==> src/rtl/prog_loader.sv <==
// rtl/prog_loader.sv - byte-stream loader that fills the CPU instruction ROM and holds the CPU in reset until the image is complete
//
// Optional feature macro: LOADER_CHECKSUM_EN
//   defined   : each image is DEPTH payload bytes plus one two's-complement checksum byte,
//               checked in a CHK state; err reports a checksum failure (sticky until start)
//   undefined : no CHK state or accumulator; LOAD goes straight to SETTLE; err tied to 0
//
// Ports:
//   clk, rst            - system clock (rising edge), asynchronous active-high reset
//   start               - one-cycle load request, honoured only in IDLE and RUN
//   in_data/in_valid    - program byte stream input
//   in_ready            - high in LOAD (and CHK) only
//   wr_en/wr_addr/wr_data - registered ROM write port, one strobe per accepted payload byte
//   cpu_rst             - active-high CPU reset, low only in RUN
//   done                - high only in RUN
//   err                 - checksum failure of the last load
module prog_loader #(
    parameter int DW    = 8,
    parameter int AW    = 4,
    parameter int DEPTH = 16
) (
    input  logic          clk,
    input  logic          rst,
    input  logic          start,
    input  logic [DW-1:0] in_data,
    input  logic          in_valid,
    output logic          in_ready,
    output logic          wr_en,
    output logic [AW-1:0] wr_addr,
    output logic [DW-1:0] wr_data,
    output logic          cpu_rst,
    output logic          done,
    output logic          err
);

    localparam logic [AW-1:0] LAST_IDX = AW'(DEPTH - 1);

    typedef enum logic [2:0] {
        S_IDLE,
        S_LOAD,
`ifdef LOADER_CHECKSUM_EN
        S_CHK,
`endif
        S_SETTLE,
        S_RUN
    } state_t;

    state_t        state;
    state_t        state_nxt;
    logic [AW-1:0] cnt;
    logic          load_start;
    logic          xfer;

    // start is only honoured from IDLE or RUN; in LOAD/CHK/SETTLE it is dropped
    assign load_start = start && ((state == S_IDLE) || (state == S_RUN));

`ifdef LOADER_CHECKSUM_EN
    logic [DW-1:0] acc;
    logic [DW-1:0] chk_sum;
    logic          chk_ok;

    assign in_ready = (state == S_LOAD) || (state == S_CHK);
    assign chk_sum  = acc + in_data;
    assign chk_ok   = (chk_sum == '0);
`else
    assign in_ready = (state == S_LOAD);
`endif

    assign xfer = in_valid && in_ready;

    always_ff @(posedge clk or posedge rst) begin
        if (rst) begin
            state <= S_IDLE;
        end else begin
            state <= state_nxt;
        end
    end

    always_comb begin
        state_nxt = state;
        cpu_rst   = 1'b1;
        done      = 1'b0;
        case (state)
            S_IDLE: begin
                if (start) begin
                    state_nxt = S_LOAD;
                end
            end
            S_LOAD: begin
                if (xfer && (cnt == LAST_IDX)) begin
`ifdef LOADER_CHECKSUM_EN
                    state_nxt = S_CHK;
`else
                    state_nxt = S_SETTLE;
`endif
                end
            end
`ifdef LOADER_CHECKSUM_EN
            S_CHK: begin
                // a bad image leaves the CPU held in reset
                if (xfer) begin
                    state_nxt = chk_ok ? S_SETTLE : S_IDLE;
                end
            end
`endif
            // one extra cycle so the final ROM write commits before the CPU's first edge
            S_SETTLE: begin
                state_nxt = S_RUN;
            end
            S_RUN: begin
                cpu_rst = 1'b0;
                done    = 1'b1;
                if (start) begin
                    state_nxt = S_LOAD;
                end
            end
            default: begin
                state_nxt = S_IDLE;
            end
        endcase
    end

    // ROM write port and byte counter; the counter is cleared on every entry to LOAD
    always_ff @(posedge clk or posedge rst) begin
        if (rst) begin
            wr_en   <= 1'b0;
            wr_addr <= '0;
            wr_data <= '0;
            cnt     <= '0;
        end else begin
            wr_en <= 1'b0;
            if (load_start) begin
                cnt <= '0;
            end else if ((state == S_LOAD) && xfer) begin
                wr_en   <= 1'b1;
                wr_addr <= cnt;
                wr_data <= in_data;
                cnt     <= cnt + 1'b1;
            end
        end
    end

`ifdef LOADER_CHECKSUM_EN
    always_ff @(posedge clk or posedge rst) begin
        if (rst) begin
            acc <= '0;
            err <= 1'b0;
        end else if (load_start) begin
            acc <= '0;
            err <= 1'b0;
        end else if ((state == S_LOAD) && xfer) begin
            acc <= acc + in_data;
        end else if ((state == S_CHK) && xfer && !chk_ok) begin
            err <= 1'b1;
        end
    end
`else
    assign err = 1'b0;
`endif

endmodule

==> config.mk <==
export PLATFORM = sky130hd
export DESIGN_NAME = prog_loader
export DESIGN_NICKNAME = d
export VERILOG_FILES = /design/src/rtl/prog_loader.sv
export SDC_FILE = /design/constraint.sdc
export NUM_CORES = 1
export LEC_CHECK = 0
export CORE_MARGIN = 3
export CORE_UTILIZATION = 47
export CTS_CLUSTER_DIAMETER = 120
export DETAILED_ROUTE_END_ITERATION = 8
export PLACE_DENSITY_LB_ADDON = 0.05
export SYNTH_ARGS = -nofsm -noshare
export SYNTH_HDL_FRONTEND = slang
export SYNTH_SLANG_ARGS = --single-unit
export TNS_END_PERCENT = 1
==> constraint.sdc <==
create_clock -name clk -period 3 [get_ports clk]
set_input_delay 0.3 -clock clk [delete_from_list [all_inputs] [get_ports clk]]
set_output_delay 0.3 -clock clk [all_outputs]
set_load 0.02 [all_outputs]
==> impl_metrics.toml, run 1 <==
[status]
status = "finished, final reports clean"

[route]
routedWlPerCell_um = 14.7
vias = 585
dr.pass1.iters = 4
drt_iter0_drc = 10
ant_nets = 0
drcViolationCount = 0
wl_mm = 1.70
routed_via_density = 5.04

[place]
dp_hpwl_mm = 1.31
io_buffers = 27
place_congestion = 0.836
dp_cells = 112

[power]
power.total_uw = 1150
powerDensity_mw_per_mm2 = 989
peakVddDrop_uv = 511
p_leak_uw = 0.000531

[worst_setup_path]
cp_max_fo = 8
crit_type = "flop to output pin"
crit_required_ns = 2.70
critPathCaptureType = "output pin"
worstPathArrival_ns = 1.78
startpoint_type = "flop"

[synth]
ys_seq_area_frac = 0.548
synthesis.nets = 78
synth_warnings = 0
synth_ff_type = "dfrtp_1"
yosys.area_share.simple = 0.0865
synth_cell_types = 23
synth-adder-area-share = 0.0432
synth_most_common_cell = "dfrtp_1"
synth-compound-area-share = 0.0548
synth.top_cell.area_share = 0.548
avgSynthCellArea_sq_um = 13.8
syn_area_sq_um = 868
ys_ff_latch = 19
async_flop_share = 1.00
yosysTopAreaCell = "dfrtp_1"
netlist_instances = 63
synthMuxAreaShare = 0.195
synth_area_leaders = "dfrtp_1, mux2_4, ha_1, mux2_2, buf_12"
synth_edf_count = 0
synth_top_family_by_area = "multiplexers"
synth_common_cells = "dfrtp_1, mux2_4, inv_1"
synth_xor_area_frac = 0.0202

[clock_network]
cts_tree = "done"
postCtsSetupBuffers = 0
numClockSinks = 19
cts_buffer_depth = 2
cts_hold_buf = 0
cts_resized = 0
root_buffer = "clkbuf_4"
cts_htree_levels = 1
clk_pin_slew_ns = 0.10
clkLatencyLatePin_ns = 0.28
cts_made_buffers = 3

[min_path]
hold_class = "input port to asynchronous set/reset pin"

[global_route]
grt_use_met2 = 0.251
met1_usage = 0.193
grtUsageTotal = 0.152
use_met3 = 0.0367
grt-busiest-layer = "met2"
grt_pass1_wl_mm = 2.75
antenna_found_initial = 0
grt_max_degree = 20
overflow = 0
first_global_vias = 578

[layout]
diodes = 0
fin_util = 0.724
area_delta_synth_final_pct = 34.4
layout.nets = 108
instances_no_fill = 116
n_fill_cell = 128
drive_gt1_frac = 0.207

[floorplanning]
die_area_sq_mm = 0.00240
die_w_um = 49.0
std_cell_rows = 14
design.core.area_sq_mm = 0.00161
io_pins = 29
start_util = 0.539
die_h_um = 49.0

[timing]
max-slew-margin-rel = 0.538
tightest_slew_ns = 0.692
fin_hold_ws_ns = 0.417
skew_ns = 0.00201
hold_violations = 0
max_freq_mhz = 480
setup_viol = 0
rsz0062_at_grt = "false"
fin_tns_setup_ns = 0
period_share = 0.694
slew_viol_final = 0
min_period_ns = 2.08

[flow_run]
max_cap_violations = 0
## where the power goes
group	internal, uW	switching (uW)
logic	332	285
clock network	51.6	72.8
registers	351	62.1
## sequential cells by signal (all words and copies together), names as in the netlist
register	flops
cnt	4
state	2
wr_addr	4
wr_data	8
wr_en	1
## critical path: stages (launching register included)
cell             delay, ns
dfrtp_1               0.40
inv_1                 0.07
ha_1                  0.35
clkdlybuf4s50_1       0.67
## kinds of logic after synthesis
family / Yosys count
AOI/OAI and AO/OA: 8
xor gates and xnor gates: 2
adders and majority gates: 3
buffers and inverters: 6
DFF: 19
muxes: 12
other: 1
and+or+nand+nor: 12
## cell usage in the layout, fill, tap and decap left out, drive strengths merged
cell type and instances:
a21o 1, nand4 1, clkbuf 4, nor2b 1, o22ai 1, a21boi 1, o21ai 2, dfrtp 19
nand2 2, a21oi 3, and2 1, nor2 3, ha 3, mux2 12, conb 1, inv 4
or3 1, nand3 3, clkdlybuf4s50 27, xor2 2
## area by class of cell
class                           instances  area (sq um)  share of cell area
Sequential cell                        19           475               0.407
Multi-Input combinational cell         38           350               0.300
Timing Repair Buffer                   27           270               0.232
Tap cell                               24          30.0              0.0257
Clock buffer                            4          26.3              0.0225
Inverter                                4          15.0              0.0129
## per-layer routing
layer,wire (um),part of all wire
met1,745,0.44
met2,861,0.51
met3,81,0.048
met4,12,0.0071
met5,0,0
## stage by stage
step / instance area, sq um / worst slack, ns
3_5_place_dp: 1140 / 1.08
4_1_cts: 1170 / 0.920
3_3_place_gp: 1140 / 1.11
6_report: 1170 / 0.918
5_1_grt: 1170 / 0.830
2_1_floorplan: 868 / 1.34
## worst paths after layout
path	end	slack, ns	startpoint	depth (start not counted)
worst max-delay path	in_ready	0.92	state[1]	3
worst min-delay path	state[0]	0.42	rst	2
worst max register to register	wr_data[2]	1.13	state[0]	4
worst min register to register	wr_addr[1]	0.52	wr_addr[1]	1
max in group asynchronous	wr_data[7]	2.15	rst	2
min in group clk	wr_addr[1]	0.52	wr_addr[1]	1
No activity file was read; power rests on OpenSTA's default activity.
==> run 2, diff against run 1 <==
--- a/config.mk
+++ b/config.mk
@@ -6,7 +6,7 @@
 export NUM_CORES = 1
 export LEC_CHECK = 0
 export CORE_MARGIN = 3
-export CORE_UTILIZATION = 47
+export CORE_UTILIZATION = 44
 export CTS_CLUSTER_DIAMETER = 120
 export DETAILED_ROUTE_END_ITERATION = 8
 export PLACE_DENSITY_LB_ADDON = 0.05
==> constraint.sdc (replaced) <==
create_clock -name clk -period 2.1 [get_ports clk]
set_input_delay 0.21 -clock clk [delete_from_list [all_inputs] [get_ports clk]]
set_output_delay 0.21 -clock clk [all_outputs]
set_load 0.02 [all_outputs]
==> run 2 against run 1 <==
Against the previous run: via count rose by 0.17%; clock skew increased by 0.0015 ns; register-to-register slack got worse by 0.80 ns; clock power rose by 45%; final area rose by 0.86%; count of clock-buffer cells in the layout is 1 lower; routed wire length shrank 9.9%; cell count grew 1.7%; largest cell class unchanged; highest routed layer unchanged.
==> impl_metrics.toml, run 2 (same netlist as run 1, synthesis figures left out) <==
[global_route]
grt_pass1_wl_mm = 2.51
first_global_vias = 593
overflow = 0
grt_max_degree = 20
antenna_found_initial = 0
grtUsageTotal = 0.131

[layout]
area_delta_synth_final_pct = 35.6
layout.nets = 109
diodes = 0
largest_reg_flops = 8
n_fill_cell = 144
regMostFlops = "wr_data"
reg.largest.list = "wr_data (8), cnt (4), wr_addr (4)"
instances_no_fill = 118
drive_gt1_frac = 0.226
layout_common_cells = "clkdlybuf4s50_1, dfrtp_1, mux2_4"
final_common_cell = "clkdlybuf4s50_1"

[timing]
rsz0062_at_grt = "false"
setup_viol = 0
period_share = 0.936
min_period_ns = 1.96
max_freq_mhz = 509
hold_violations = 0
fin_tns_setup_ns = 0
fin_hold_ws_ns = 0.311
tightest_slew_ns = 0.680
max-slew-margin-rel = 0.546
skew_ns = 0.00349
slew_viol_final = 0

[clock_network]
cts_resized = 0
cts_made_buffers = 3
cts_tree = "done"
postCtsSetupBuffers = 0
numClockSinks = 19
cts_hold_buf = 0
root_buffer = "clkbuf_4"
clkLatencyLatePin_ns = 0.29
cts_buffer_depth = 2
clk_pin_slew_ns = 0.11
cts_htree_levels = 1

[worst_setup_path]
slowest_delay_ns = 0.67
path_cells = "inv_1 > ha_1 > clkdlybuf4s50_1"
crit_required_ns = 1.89
startpoint_type = "flop"
crit_type = "flop to output pin"
cp_num_buf_inv = 2
critPathCaptureType = "output pin"
worstPathArrival_ns = 1.75
path_delay_family = "buffers and inverters"
cpMaxStageDelayCell = "clkdlybuf4s50_1"
cp_max_fo = 8

[floorplanning]
die_w_um = 50.4
io_pins = 29
std_cell_rows = 15
die_h_um = 50.4
start_util = 0.482
design.core.area_sq_mm = 0.00180
die_area_sq_mm = 0.00254

[flow_run]
max_cap_violations = 0

[place]
io_buffers = 27
dp_hpwl_mm = 1.12
place_congestion = 0.838
dp_cells = 114

[route]
drcViolationCount = 0
dr.pass1.iters = 4
vias = 586
routed_via_density = 4.97
ant_nets = 0
drt_iter0_drc = 10
routedWlPerCell_um = 13.0
wl_mm = 1.53

[power]
sw_frac_of_total = 0.361
peakVddDrop_uv = 635
powerDensity_mw_per_mm2 = 1400
p_leak_uw = 0.000539
p_comb_frac = 0.533
seqPwrFrac = 0.358
p_int_uw = 1050
power.total_uw = 1640
p_clk_frac = 0.109
p_switching_uw = 594

[status]
status = "finished, final reports clean"

[min_path]
hold_class = "input port to asynchronous set/reset pin"
-- run 2: changes by cell type in the layout (fill, tap and decap cells not counted), sizes merged --
cell	before	now
buf	0	1
clkbuf	4	3
clkinv	0	1
-- run 2: path summary, 6_finish.rpt --
| path | start | depth (start not counted) | end | slack, ns |
|---|---|---|---|---|
| max in group asynchronous | rst | 2 | wr_addr[1] | 1.36 |
| min in group clk | wr_data[5] | 1 | wr_data[5] | 0.52 |
| min | rst | 2 | wr_data[0] | 0.31 |
| max reg2reg | state[0] | 5 | wr_data[2] | 0.33 |
| max | state[1] | 3 | in_ready | 0.14 |
| min reg2reg | wr_data[5] | 1 | wr_data[5] | 0.52 |
-- run 2: stage by stage --
stage,setup slack [ns],utilization,cell area (sq um)
after floorplan,0.440,-,868
after global routing,0.0244,0.653,1180
after global placement,0.372,0.638,1150
after CTS,0.117,0.653,1180
after detailed placement,0.347,0.638,1150
final,0.135,0.653,1180
-- run 2: power groups by stage --
stage | combinational [uW] | clock (uW) | sequential (uW)
after floorplan | 448 | 0 | 705
after global routing | 940 | 208 | 609
after CTS | 888 | 189 | 591
after global placement | 874 | 0 | 590
final | 876 | 180 | 589
after detailed placement | 883 | 0 | 598
-- run 2: per-layer routing --
layer	part of all wire	vias to the layer above	track usage	wire, um
li1	-	271	-	-
met1	0.43	289	0.147	661
met2	0.49	24	0.224	757
met3	0.065	2	0.0356	100
met4	0.0078	0	0.0673	12
met5	0	-	0	0
-- run 2: area by class of cell --
class                   instances  area (sq um)  area share
flip-flops and latches         19           475       0.404
multi-input cells              38           350       0.298
repair buffers                 28           278       0.236
well taps                      25          31.3      0.0266
clock buffers                   3          22.5      0.0191
inverters                       4          15.0      0.0128
clock inverters                 1          5.00     0.00425
==> run 3, diff against run 2 <==
--- a/config.mk
+++ b/config.mk
@@ -5,8 +5,9 @@
 export SDC_FILE = /design/constraint.sdc
 export NUM_CORES = 1
 export LEC_CHECK = 0
+export ABC_AREA = 1
 export CORE_MARGIN = 3
-export CORE_UTILIZATION = 44
+export CORE_UTILIZATION = 43
 export CTS_CLUSTER_DIAMETER = 120
 export DETAILED_ROUTE_END_ITERATION = 8
 export PLACE_DENSITY_LB_ADDON = 0.05
==> run 3 against run 2 <==
Against the previous run: critical path type unchanged; sequential power fell by 2%; total power fell by 2.9%; cell count rose by 25%; routed wire length fell by 3.5%; die area fell by 1.2%; highest routed layer unchanged.
==> impl_metrics.toml, run 3 <==
[floorplanning]
std_cell_rows = 15
die_h_um = 50.1
die_w_um = 50.1
io_pins = 29
start_util = 0.469
design.core.area_sq_mm = 0.00178
die_area_sq_mm = 0.00251

[place]
dp_cells = 143
place_congestion = 0.717
io_buffers = 27
dp_hpwl_mm = 1.14

[synth]
ys_ff_latch = 19
avgSynthCellArea_sq_um = 8.90
async_flop_share = 1.00
synth_ff_type = "dfrtp_1"
synth_edf_count = 0
syn_area_sq_um = 837
yosysTopAreaCell = "dfrtp_1"
synth.top_cell.area_share = 0.568
synth_most_common_cell = "nand2_1"
netlist_instances = 94
synth_warnings = 0
synth_area_leaders = "dfrtp_1, nand2_1, ha_1, inv_1, o21ai_0"
synthesis.nets = 109
synth_cell_types = 18
synth_common_cells = "nand2_1, dfrtp_1, inv_1"
ys_seq_area_frac = 0.568

[power]
powerDensity_mw_per_mm2 = 1400
p_leak_uw = 0.000559
peakVddDrop_uv = 839

[worst_setup_path]
path_delay_family = "buffers and inverters"
startpoint_type = "flop"
worstPathArrival_ns = 1.62
crit_required_ns = 1.89
critPathLaunch = "state[1]"
reg2reg_from = "state[0]"
critPathCaptureType = "output pin"
path_cells = "inv_1 > ha_1 > clkdlybuf4s50_1"
cp_num_buf_inv = 2
crit_type = "flop to output pin"
cp_max_fo = 4
slowest_delay_ns = 0.63
cpMaxStageDelayCell = "clkdlybuf4s50_1"

[layout]
layout.nets = 138
layout_common_cells = "nand2_1, clkdlybuf4s50_1, dfrtp_1"
largest_reg_flops = 8
drive_gt1_frac = 0.0656
area_delta_synth_final_pct = 36.0
regMostFlops = "wr_data"
instances_no_fill = 147
diodes = 0
reg.largest.list = "wr_data (8), cnt (4), wr_addr (4)"
final_common_cell = "nand2_1"

[timing]
rsz0062_at_grt = "false"
max-slew-margin-rel = 0.548
tightest_slew_ns = 0.677
fin_tns_setup_ns = 0
max_freq_mhz = 547
hold_violations = 0
min_period_ns = 1.83
skew_ns = 0.00498
period_share = 0.871
slew_viol_final = 0
setup_viol = 0

[clock_network]
clk_pin_slew_ns = 0.10
clkLatencyLatePin_ns = 0.30
cts_htree_levels = 1
numClockSinks = 19
cts_resized = 0
cts_buffer_depth = 2
cts_hold_buf = 0
root_buffer = "clkbuf_4"
cts_tree = "done"
cts_made_buffers = 3
postCtsSetupBuffers = 0

[route]
dr.pass1.iters = 4
routed_via_density = 4.49
routedWlPerCell_um = 10.1
drt_iter0_drc = 16
drcViolationCount = 0
wl_mm = 1.48
ant_nets = 0
vias = 660

[global_route]
overflow = 0
first_global_vias = 610
grt_max_degree = 20
grtUsageTotal = 0.137
grt_pass1_wl_mm = 2.66
antenna_found_initial = 0

[flow_run]
max_cap_violations = 0

[status]
status = "finished, final reports clean"

[min_path]
hold_class = "input port to asynchronous set/reset pin"
[run 3: changes by cell type in the layout (fill, tap and decap cells not counted), moves of 2 or more]
cell and delta:
nand2_1 +42, mux2_4 -9, inv_1 +4, mux2_2 -3, a21oi_1 -2, o21ai_0 +2, xor2_1 -2
[run 3: final timing paths]
check | slack, ns | end | cells after the start
setup / recovery | 0.27 | in_ready | 3
hold / removal | 0.31 | wr_addr[3] | 2
setup reg to reg | 0.49 | wr_addr[2] | 5
hold reg to reg | 0.48 | wr_data[6] | 2
max in group asynchronous | 1.36 | cnt[0] | 2
min in group clk | 0.44 | wr_data[1] | 3
[run 3: per-layer routing]
metal,global-route usage,wire length [um],up-vias
met1,0.182,680,294
li1,-,-,342
met4,0.0415,17,0
met3,0.0453,97,3
met5,0,0,-
met2,0.209,684,21
[run 3: kinds of logic (layout without fill, tap and decap cells)]
group	count (synthesis)	in the layout	synth area share
AO/OA/AOI/OAI	9	9	0.0777
adder cells (fa/ha/maj)	3	3	0.0448
buffers and inverters	12	40	0.0717
flip-flops	19	19	0.568
other	1	1	0.00448
AND/OR/NAND/NOR	50	50	0.233
[run 3: power breakdown]
| part | switching (uW) | internal (uW) |
|---|---|---|
| clock network | 104 | 74.1 |
| logic | 464 | 378 |
| registers | 76.4 | 502 |
[run 3: through the flow]
| stage | power (uW) | worst slack, ns | hold slack, ns | instance area, sq um | util |
|---|---|---|---|---|---|
| 6_report | 1600 | 0.271 | 0.308 | 1140 | 0.639 |
| 5_1_grt | 1740 | 0.160 | 0.358 | 1140 | 0.639 |
| 4_1_cts | 1620 | 0.242 | 0.321 | 1140 | 0.639 |
| 3_5_place_dp | 1440 | 0.478 | 0.459 | 1110 | 0.624 |
| 3_3_place_gp | 1420 | 0.534 | 0.461 | 1110 | 0.624 |
| 2_1_floorplan | 1110 | 0.673 | 0.161 | 837 | - |
[run 3: layout make-up]
cell class / count / area (sq um)
Tap cell: 25 / 31.3
Clock buffer: 4 / 26.3
Multi-Input combinational cell: 63 / 302
Inverter: 9 / 33.8
Timing Repair Buffer: 27 / 270
Sequential cell: 19 / 475
Fill cell: 168 / 644
[run 3: worst reg2reg max path, cell delays in order (launching register included)]
cell	delay (ns)
dfrtp_1	0.41
ha_1	0.36
a21oi_4	0.36
inv_2	0.20
nand2_1	0.09
o21ai_0	0.07
